===== src/rtl/switch_conditioner.sv =====
// switch_conditioner
//   Synchronises an asynchronous switch vector into the clock domain and
//   debounces it as one unit. A new value is committed only after it has
//   been seen unchanged on sync2 for DEBOUNCE_CYCLES+1 consecutive edges
//   (the entry edge plus DEBOUNCE_CYCLES counted edges).
//
// Parameters
//   WIDTH            number of switch bits
//   DEBOUNCE_CYCLES  stable cycles required before commit (>= 2)
// Ports
//   clock         in   rising-edge clock
//   reset         in   synchronous, active-high
//   switches_raw  in   [WIDTH]  asynchronous pin values
//   switches      out  [WIDTH]  debounced, registered value
//   changed       out  one-cycle strobe in the cycle after a commit
//   busy          out  high while a candidate value is settling

// Two-flop synchroniser for one switch bit.
module switch_conditioner_sync (
  input  logic clock,
  input  logic reset,
  input  logic i_d,
  output logic o_q
);
  logic r_sync1, r_sync2;

  always_ff @(posedge clock) begin
    if (reset) begin
      r_sync1 <= 1'b0;
      r_sync2 <= 1'b0;
    end else begin
      r_sync1 <= i_d;
      r_sync2 <= r_sync1;
    end
  end

  assign o_q = r_sync2;
endmodule

module switch_conditioner #(
  parameter int WIDTH           = 4,
  parameter int DEBOUNCE_CYCLES = 16
) (
  input  logic             clock,
  input  logic             reset,
  input  logic [WIDTH-1:0] switches_raw,
  output logic [WIDTH-1:0] switches,
  output logic             changed,
  output logic             busy
);
  localparam int CW = $clog2(DEBOUNCE_CYCLES);
  localparam logic [CW-1:0] LAST = CW'(DEBOUNCE_CYCLES - 1);

  typedef enum logic {ST_STABLE, ST_SETTLING} state_t;

  logic [WIDTH-1:0] w_sync2;
  state_t           r_state, w_state_nxt;
  logic [WIDTH-1:0] r_cand, w_cand_nxt;
  logic [CW-1:0]    r_count, w_count_nxt;
  logic [WIDTH-1:0] r_sw, w_sw_nxt;
  logic             r_chg, w_chg_nxt;

  // one synchroniser per bit
  for (genvar g = 0; g < WIDTH; g++) begin : g_sync
    switch_conditioner_sync u_sync (
      .clock (clock),
      .reset (reset),
      .i_d   (switches_raw[g]),
      .o_q   (w_sync2[g])
    );
  end

  always_ff @(posedge clock) begin
    if (reset) begin
      r_state <= ST_STABLE;
      r_cand  <= '0;
      r_count <= '0;
      r_sw    <= '0;
      r_chg   <= 1'b0;
    end else begin
      r_state <= w_state_nxt;
      r_cand  <= w_cand_nxt;
      r_count <= w_count_nxt;
      r_sw    <= w_sw_nxt;
      r_chg   <= w_chg_nxt;
    end
  end

  always_comb begin
    w_state_nxt = r_state;
    w_cand_nxt  = r_cand;
    w_count_nxt = r_count;
    w_sw_nxt    = r_sw;
    w_chg_nxt   = 1'b0;
    case (r_state)
      ST_STABLE: begin
        if (w_sync2 != r_sw) begin
          w_cand_nxt  = w_sync2;
          w_count_nxt = '0;
          w_state_nxt = ST_SETTLING;
        end
      end
      ST_SETTLING: begin
        if (w_sync2 == r_sw) begin
          // bounced back to the committed value: abandon quietly
          w_count_nxt = '0;
          w_state_nxt = ST_STABLE;
        end else if (w_sync2 != r_cand) begin
          // any bit moved while settling: restart on the new value
          w_cand_nxt  = w_sync2;
          w_count_nxt = '0;
        end else if (r_count == LAST) begin
          w_sw_nxt    = r_cand;
          w_chg_nxt   = 1'b1;
          w_count_nxt = '0;
          w_state_nxt = ST_STABLE;
        end else begin
          // cannot pass LAST: the branch above catches it first
          w_count_nxt = r_count + CW'(1);
        end
      end
      default: w_state_nxt = ST_STABLE;
    endcase
  end

  assign switches = r_sw;
  assign changed  = r_chg;
  assign busy     = (r_state == ST_SETTLING);
endmodule


===== config.mk =====
export PLATFORM = sky130hd
export DESIGN_NAME = switch_conditioner
export DESIGN_NICKNAME = d
export VERILOG_FILES = /design/src/rtl/switch_conditioner.sv
export SDC_FILE = /design/constraint.sdc
export NUM_CORES = 1
export LEC_CHECK = 0
export ABC_AREA = 1
export BUFFER_PORTS_ARGS = -buffer_cell sky130_fd_sc_hd__buf_2
export CAP_MARGIN = 20
export CORE_MARGIN = 5
export CORE_UTILIZATION = 35
export DETAILED_ROUTE_END_ITERATION = 10
export GPL_TIMING_DRIVEN = 0
export PLACE_DENSITY_LB_ADDON = 0.3
export SLEW_MARGIN = 20
export SYNTH_ARGS = -nofsm -noshare
export SYNTH_HDL_FRONTEND = slang
export SYNTH_HIERARCHICAL = 1
export SYNTH_SLANG_ARGS = --single-unit

===== constraint.sdc =====
create_clock -name clock -period 1.9 [get_ports clock]
set_input_delay 0.19 -clock clock [delete_from_list [all_inputs] [get_ports clock]]
set_output_delay 0.19 -clock clock [all_outputs]
set_load 0.005 [all_outputs]

==> impl_metrics.csv, run 1 <==
group,metric,value,unit
clock_network,cts_tree,"done",
detailed_routing,num_vias,960,
place,numPortBuffers,11,
worst_setup_path,critPathLaunchType,"register",
final_layout,n_fill_cell,307,
detailed_routing,wl_per_cell,9.76,um
clock_network,cts_root_buf,"clkbuf_4",
run_status,outcome,"completed",
global_route,grt_max_degree,13,
synth,yosys.area.top_type,"dfxtp_1",
worst_setup_path,endpoint_kind,"register",
synth,seq_area_frac_synth,0.418,
sta,hold_violations,0,
place,place_hpwl,1.51,mm
final_layout,layout.cells.non_filler,206,
global_route,grt_antenna_before_repair,0,
floorplan,start_util,0.354,
detailed_routing,drtAntennaViolNets,0,
synth,synthArstFlopShare,0,
synth,synthFlopType,"dfxtp_1",
sta,finalCritPeriodShare,0.799,
worst_setup_path,rr_endpoint,"switches[3]",
detailed_routing,drtPass1Iterations,4,
min_path,hold_start,"switches_raw[3]",
synth,synth_cells,158,
min_path,hold_depth,3,
floorplan,die_y,64.9,um
clock_network,clockBufferDepth,2,
sta,fin_skew,0.00341,ns
worst_setup_path,worstPathRequired,2.15,ns
place,globalplace.congestion,0.754,
final_layout,antenna_cells,0,
min_path,hold_class,"in2reg",
final_layout,nNetsFinal,181,
job,cap_violations,0,
clock_network,htreeDepth,1,
pwr,powerDensity,750,mW/mm^2
pwr,power_leakage,0.569,nW
final_layout,drive_above_1_share,0.156,
detailed_routing,routed_via_density,4.66,
worst_setup_path,r2r_setup_slack,0.38,ns
final_layout,utilization,0.399,
clock_network,cts_hold_buf,0,
floorplan,dieArea,0.00421,sq mm
floorplan,floorplan.rows,20,
clock_network,cts_buffers,3,
synth,synthTopCellsByCount,"nand2_1, nor2_1, inv_1",
sta,rsz0062_at_grt,"false",
synth,syn-cell-area,0.00105,sq mm
sta,finalMaxSlewViolations,0,
worst_setup_path,crit_type,"reg2reg",
synth,synth_top_area_share,0.418,
final_layout,multiInputGateArea,483,sq um
sta,whs,0.0727,ns
detailed_routing,finalWirelength,2.01,mm
sta,finalSetupTns,0,ns
synth,synth_seq_cells,22,
clock_network,postCtsSetupBuffers,0,
place,dp.cells,202,
clock_network,cts.sink_count,22,
worst_setup_path,cp.arrival,1.77,ns
sta,tightest_slew,0.385,ns
synth,synthTopCellsByArea,"dfxtp_1, nand2_1, nor2_1, inv_1, nand3_1",
sta,period_needed,1.52,ns
detailed_routing,drc,0,
min_path,whs_endpoint,"g_sync[3].u_sync/r_sync1",
detailed_routing,drtIter0Drc,39,
synth,synth_edf_count,0,
floorplan,core_area,0.00298,sq mm
worst_setup_path,worstRegToRegCells,7,
floorplan,ios,12,
synth,avgSynthCellArea,6.68,sq um
global_route,grt_pass1_wl,3.46,mm
pwr,peakVddDrop,0.000288,V
clock_network,clk_pin_slew_worst_paths,0.12,ns
sta,slew-limit-headroom,0.742,
synth,ys_warn_count,6,
synth,ys_types,21,
floorplan,die_w,64.9,um
global_route,grt-ovfl-total,0,
sta,max_freq,659,MHz
worst_setup_path,cp_max_fo,6,
synth,synth_fp_nets,165,
worst_setup_path,r2r_start,"r_count[0]",
synth,yosysMostFrequentCell,"nand2_1",
global_route,grt_pass1_vias,810,
global_route,grt.total_usage,0.103,
final_layout,synthToLayoutAreaGrowth,12.6,%
clock_network,cts_resized,0,
clock_network,clock_latency,0.30,ns
final_layout,register_area,440,sq um
sta,setup_violations,0,
[cell type report]
class                   count  area share
multi-input cells         105       0.407
clock buffers               4      0.0306
flip-flops and latches     22       0.371
inverters                  28      0.0885
repair buffers             11      0.0464
plain buffers               3      0.0221
well taps                  33      0.0348
[metrics by stage]
| stage | instance area [sq um] | power [mW] | setup WS (ns) |
|---|---|---|---|
| floorplan | 1050 | 0.612 | 0.632 |
| global placement | 1150 | 0.642 | 0.419 |
| global route | 1190 | 0.951 | 0.242 |
| CTS | 1190 | 0.907 | 0.372 |
| detailed placement | 1150 | 0.646 | 0.399 |
| finish | 1190 | 0.891 | 0.383 |
[registers in the layout (all words and copies together), names as in the netlist]
name and count:
g_sync.u_sync/o_q 4, g_sync.u_sync/r_sync1 4, r_cand 4, r_count 4, switches 4, busy 1, changed 1
[routing by layer]
| metal | vias up | routed length (um) | global-route usage |
|---|---|---|---|
| li1 | 512 | - | - |
| met5 | - | 0 | 0 |
| met2 | 16 | 940 | 0.165 |
| met1 | 428 | 955 | 0.139 |
| met4 | 0 | 20 | 0.0317 |
| met3 | 4 | 95 | 0.0191 |
[cells by family after synthesis]
group           Yosys count  synth area share
simple gates             91             0.370
buf+inv                  31             0.125
flops                    22             0.418
compound gates           10            0.0510
xor+xnor                  3            0.0249
fa+ha+maj                 1            0.0119
[power by group]
part	total [mW]	internal, mW	switching [mW]
combinational	0.138	0.0531	0.0846
clock	0.256	0.117	0.139
sequential	0.497	0.481	0.0168
[how the worst max path moves through the flow]
| stage | to | startpoint |
|---|---|---|
| 6_report | switches[3] | r_count[0] |
| 4_1_cts | switches[3] | r_count[0] |
| 3_3_place_gp | switches[3] | r_count[0] |
| 2_1_floorplan | switches[0] | r_count[0] |
| 3_5_place_dp | switches[3] | r_count[0] |
| 5_1_grt | switches[3] | r_count[0] |
[worst max-delay path, cell delays in order, from the launching register on]
cell	delay (ns)
dfxtp_1	0.42
ha_1	0.21
nand3_1	0.17
nor2_4	0.19
nand3_1	0.11
nor2_2	0.21
nor2_1	0.06
nor2_1	0.10
[cell usage in the layout (no fill, tap or decap)]
cell type  instances
nand3_1           11
nand2_2            1
nor2_4             1
ha_1               1
clkbuf_4           4
inv_2              3
inv_1             25
a31o_2             1
a21oi_1            6
nor3_1             1
nand4_1            5
nand3b_1           1
clkbuf_8           1
nor2_1            27
xor2_1             1
xnor2_1            2
buf_4              1
o21ai_0            3
nand2_1           41
nor2_2             3
dfxtp_1           22
buf_6              1
buf_2             11
No activity file was read; power rests on OpenSTA's default activity.
==> inputs of run 2 (changes only) <==
clock period = 1.4 ns   (was 1.9 ns; I/O delays follow)
==> run 2 against run 1 <==
Hold slack got worse by 0.048 ns. Largest cell class unchanged. Wire length rose by 11%. Sequential cell count did not move. First-iteration DRC count fell by 10%. Utilization rose by 2.8 points. Global-route usage rose by 0.22 points. Via count rose by 3.4%.
==> impl_metrics.csv, run 2 (synthesized netlist as in run 1, its figures left out) <==
group,metric,value,unit
pwr,fin_total_pwr,1.24,mW
worst_setup_path,cp_max_fo,10,
clock_network,clk_pin_slew_worst_paths,0.12,ns
worst_setup_path,cp.arrival,1.54,ns
clock_network,cts_tree,"done",
min_path,hold_depth,3,
pwr,power_leakage,0.586,nW
floorplan,die_w,64.9,um
place,place_hpwl,1.51,mm
final_layout,antenna_cells,0,
worst_setup_path,r2r_start,"g_sync[0].u_sync/o_q",
job,cap_violations,0,
clock_network,cts_buffers,3,
floorplan,floorplan.rows,20,
global_route,grt-ovfl-total,0,
final_layout,layout.cells.non_filler,208,
pwr,powerDensity,972,mW/mm^2
sta,whs,0.0248,ns
final_layout,drive_above_1_share,0.269,
detailed_routing,drtIter0Drc,35,
pwr,peakVddDrop,0.000392,V
final_layout,nNetsFinal,183,
final_layout,utilization,0.427,
pwr,p_seq_frac,0.546,
clock_network,clockBufferDepth,2,
floorplan,ios,12,
detailed_routing,finalWirelength,2.23,mm
sta,setup_violations,0,
clock_network,cts.sink_count,22,
worst_setup_path,crit_slowest_cell,"dfxtp_2",
floorplan,dieArea,0.00421,sq mm
worst_setup_path,timing.critical_path.to,"r_cand[3]",
sta,finalSetupTns,0,ns
detailed_routing,wl_per_cell,10.7,um
worst_setup_path,startpoint,"g_sync[0].u_sync/o_q",
floorplan,die_y,64.9,um
place,dp.cells,202,
detailed_routing,drtAntennaViolNets,0,
final_layout,final_common_cell,"nand2_1",
sta,fin_skew,0.00138,ns
worst_setup_path,crit_path_cell_trace,"inv_2 -> nand2_1 -> nand2_1 -> nor2_2 -> nand2_2 -> buf_6 -> a21oi_1 -> nor2_1",
place,numPortBuffers,11,
worst_setup_path,endpoint_kind,"register",
detailed_routing,drtPass1Iterations,4,
floorplan,core_area,0.00298,sq mm
worst_setup_path,crit_top_cell,"nand2_1",
global_route,grt_antenna_before_repair,0,
worst_setup_path,max_stage_delay,0.38,ns
worst_setup_path,crit_type,"reg2reg",
global_route,grt.total_usage,0.105,
floorplan,start_util,0.354,
global_route,grt_max_degree,13,
clock_network,cts_hold_buf,0,
final_layout,multiInputGateArea,523,sq um
global_route,grt_pass1_wl,3.53,mm
sta,finalCritPeriodShare,0.951,
pwr,pwr-share-comb,0.174,
clock_network,htreeDepth,1,
final_layout,n_fill_cell,300,
sta,period_needed,1.33,ns
pwr,p_sw,346,uW
place,placed_cell_area,0.00115,sq mm
final_layout,synthToLayoutAreaGrowth,20.5,%
sta,finalMaxSlewViolations,0,
final_layout,register_area,465,sq um
worst_setup_path,rr_endpoint,"r_cand[3]",
detailed_routing,routed_via_density,4.77,
sta,hold_violations,0,
detailed_routing,num_vias,993,
worst_setup_path,worstPathRequired,1.61,ns
run_status,outcome,"completed",
pwr,power.share.switching,0.280,
global_route,grt_pass1_vias,819,
pwr,clkPwrFrac,0.281,
worst_setup_path,worstRegToRegCells,8,
min_path,hold_class,"in2reg",
final_layout,fin_area,0.00127,sq mm
sta,slew-limit-headroom,0.851,
pwr,cell_internal_pwr,890,uW
place,globalplace.congestion,0.754,
worst_setup_path,critPathLaunchType,"register",
sta,setup_ws,0.0689,ns
final_layout,final_cell_mix,"nand2_1, inv_1, nor2_1, buf_2, dfxtp_1",
sta,tightest_slew,0.224,ns
clock_network,cts_root_buf,"clkbuf_4",
sta,max_freq,751,MHz
detailed_routing,drc,0,
place,place_ws,-0.101,ns
clock_network,clock_latency,0.30,ns
worst_setup_path,r2r_setup_slack,0.07,ns
-- run 2: cell types whose count changed in the layout (fill, tap and decap cells not counted) --
cell,delta
dfxtp_1,-12
ha_4,+1
nand3_1,-2
dfxtp_4,+4
nor2_4,+2
ha_1,-1
buf_6,+1
nand3_2,+2
nor2_1,-3
dfxtp_2,+8
buf_4,+1
nor2_2,+1
-- run 2: worst min-delay path by stage --
stage,end,from
2_1_floorplan,g_sync[0].u_sync/r_sync1,reset
3_3_place_gp,g_sync[1].u_sync/r_sync1,switches_raw[1]
3_5_place_dp,g_sync[2].u_sync/r_sync1,switches_raw[2]
4_1_cts,g_sync[2].u_sync/r_sync1,switches_raw[2]
5_1_grt,g_sync[0].u_sync/r_sync1,switches_raw[0]
6_report,g_sync[2].u_sync/r_sync1,switches_raw[2]
-- run 2: what timing repair did --
action | in CTS | in global routing
gates resized for setup | 3 | 23
pin swaps | 1 | 2
endpoints found under the setup margin | 4 | 13
buffers inserted | 1 | 1
-- run 2: area by class of cell --
class	count	share of cell area
Buffer	3	0.0236
Clock buffer	4	0.0285
Inverter	28	0.0827
Multi-Input combinational cell	105	0.411
Sequential cell	22	0.366
Tap cell	33	0.0325
Timing Repair Buffer	13	0.0551
-- run 2: metal layers --
metal | part of all wire | global-route usage | wire length [um]
met5 | 0 | 0 | 0
met4 | 0.0072 | 0.0317 | 16
met2 | 0.49 | 0.170 | 1090
met1 | 0.44 | 0.141 | 985
met3 | 0.063 | 0.0191 | 140
-- run 2: power groups by stage --
stage / combinational [mW] / sequential (mW) / clock (mW)
after floorplan: 0.145 / 0.685 / 0
after global placement: 0.183 / 0.688 / 0
after detailed placement: 0.187 / 0.689 / 0
after CTS: 0.189 / 0.675 / 0.368
after global routing: 0.240 / 0.679 / 0.392
final: 0.214 / 0.674 / 0.347
-- run 2: worst max-delay path: cells and delay by family (launching register included) --
kind	cells	cell delay [ns]
buffers and inverters	2	0.23
AND/OR/NAND/NOR	5	0.46
AO/OA/AOI/OAI	1	0.17
flip-flops	1	0.38
==> inputs of run 3 (changes only) <==
BUFFER_PORTS_ARGS = -buffer_cell sky130_fd_sc_hd__clkbuf_2   (was -buffer_cell sky130_fd_sc_hd__buf_2)
CTS_BUF_LIST = sky130_fd_sc_hd__clkbuf_8   (was default)
GPL_ROUTABILITY_DRIVEN = 0   (was default)
==> run 3 against run 2 <==
Fmax rose by 2.4%. Final cell count did not move. Final area barely moved. Largest cell class unchanged. Power rose by 7.7%. Non-clock buffer count did not move. First-iteration DRC count fell by 14%. Sequential cell count did not move. Clock skew rose by 0.0012 ns. Wire length fell by 5.1%. Largest power group unchanged.
==> impl_metrics.csv, run 3 (synthesized netlist as in run 1, its figures left out) <==
group,metric,value,unit
sta,max_freq,769,MHz
sta,tightest_slew,0.277,ns
final_layout,register_area,452,sq um
detailed_routing,drtAntennaViolNets,0,
pwr,peakVddDrop,0.000497,V
pwr,powerDensity,1050,mW/mm^2
clock_network,cts_hold_buf,0,
worst_setup_path,worstRegToRegCells,7,
detailed_routing,dr.max_layer_used,"met4",
sta,finalMaxSlewViolations,0,
global_route,grt.total_usage,0.107,
global_route,grt_pass1_wl,3.53,mm
global_route,grt_antenna_before_repair,0,
clock_network,cts_buffers,3,
pwr,power_leakage,0.585,nW
clock_network,cts.sink_count,22,
floorplan,die_w,64.9,um
floorplan,ios,12,
detailed_routing,finalWirelength,2.12,mm
sta,slew-limit-headroom,0.815,
detailed_routing,routed_via_density,4.67,
worst_setup_path,endpoint_kind,"register",
floorplan,core_area,0.00298,sq mm
sta,setup_violations,0,
clock_network,htreeDepth,1,
place,placed_cell_area,0.00115,sq mm
clock_network,cts_root_buf,"clkbuf_8",
worst_setup_path,critPathLaunchType,"register",
place,place_ws,-0.110,ns
sta,period_needed,1.30,ns
global_route,grt_max_degree,13,
worst_setup_path,worstPathRequired,1.60,ns
worst_setup_path,cp.arrival,1.50,ns
place,dp.cells,202,
global_route,grt_pass1_vias,810,
final_layout,n_fill_cell,299,
final_layout,layout.cells.non_filler,208,
detailed_routing,wl_met1,975,um
worst_setup_path,cp_max_fo,5,
final_layout,synthToLayoutAreaGrowth,20.4,%
detailed_routing,met3_length,123,um
place,place_hpwl,1.50,mm
global_route,grt-ovfl-total,0,
floorplan,start_util,0.354,
min_path,hold_class,"in2reg",
floorplan,floorplan.rows,20,
clock_network,cts_tree,"done",
pwr,fin_total_pwr,1.33,mW
floorplan,dieArea,0.00421,sq mm
sta,finalCritPeriodShare,0.929,
detailed_routing,drtPass1Iterations,4,
floorplan,die_y,64.9,um
sta,setup_ws,0.0999,ns
final_layout,drive_above_1_share,0.240,
run_status,outcome,"completed",
detailed_routing,drtIter0Drc,30,
clock_network,clock_latency,0.26,ns
final_layout,fin_area,0.00127,sq mm
detailed_routing,num_vias,971,
final_layout,final_common_cell,"nand2_1",
detailed_routing,wl_per_cell,10.2,um
job,cap_violations,0,
place,numPortBuffers,11,
clock_network,clk_pin_slew_worst_paths,0.08,ns
detailed_routing,wl_met2,985,um
worst_setup_path,crit_type,"reg2reg",
final_layout,antenna_cells,0,
final_layout,nNetsFinal,183,
detailed_routing,drc,0,
final_layout,final_cell_mix,"nand2_1, inv_1, nor2_1, dfxtp_1, clkbuf_2",
clock_network,clockBufferDepth,2,
worst_setup_path,r2r_setup_slack,0.1,ns
final_layout,multiInputGateArea,520,sq um
sta,fin_skew,0.00260,ns
sta,hold_violations,0,
min_path,hold_depth,3,
[run 3: stage by stage]
step / utilization / setup TNS (ns) / hold WS [ns]
CTS: 0.414 / 0 / 0.0502
global route: 0.426 / -0.00171 / 0.0701
global placement: 0.387 / -0.305 / 0.334
detailed placement: 0.387 / -0.361 / 0.337
finish: 0.426 / 0 / 0.0577
floorplan: - / 0 / 0.211
[run 3: power by group]
group | internal (mW) | switching [mW] | leakage [nW] | total [mW]
clock network | 0.251 | 0.200 | 0.0288 | 0.450
registers | 0.653 | 0.0232 | 0.183 | 0.676
logic | 0.0786 | 0.125 | 0.373 | 0.204
[run 3: layer usage]
layer  up-vias  track usage
li1        515            -
met1       423        0.135
met2        28        0.174
met3         5       0.0277
met4         0       0.0396
met5         -            0
[run 3: worst paths after layout]
path,from,endpoint
setup reg to reg,r_count[0],switches[3]
setup / recovery,r_count[0],switches[3]
hold / removal,switches_raw[2],g_sync[2].u_sync/r_sync1
hold reg to reg,g_sync[0].u_sync/r_sync1,g_sync[0].u_sync/o_q
[run 3: final cells by class]
type / instances / share of cell area
timing repair buffer: 13 / 0.0552
tap: 33 / 0.0325
inverter: 28 / 0.0828
multi-input combinational: 105 / 0.410
sequential: 22 / 0.356
buffer: 3 / 0.0207
clock buffer: 4 / 0.0433
[run 3: repair_timing]
action,CTS,global route
buffers inserted,2,0
setup endpoints to repair,4,12
pin swaps,1,3
gates resized for setup,3,14
[run 3: worst max-delay path, cell delays in order, from the launching register on]
cell and delay, ns:
dfxtp_4 0.38, ha_2 0.22, nand3_4 0.10, nor2_4 0.12
nand3_2 0.10, nor2_4 0.17, nor2_1 0.05, nor2_1 0.10
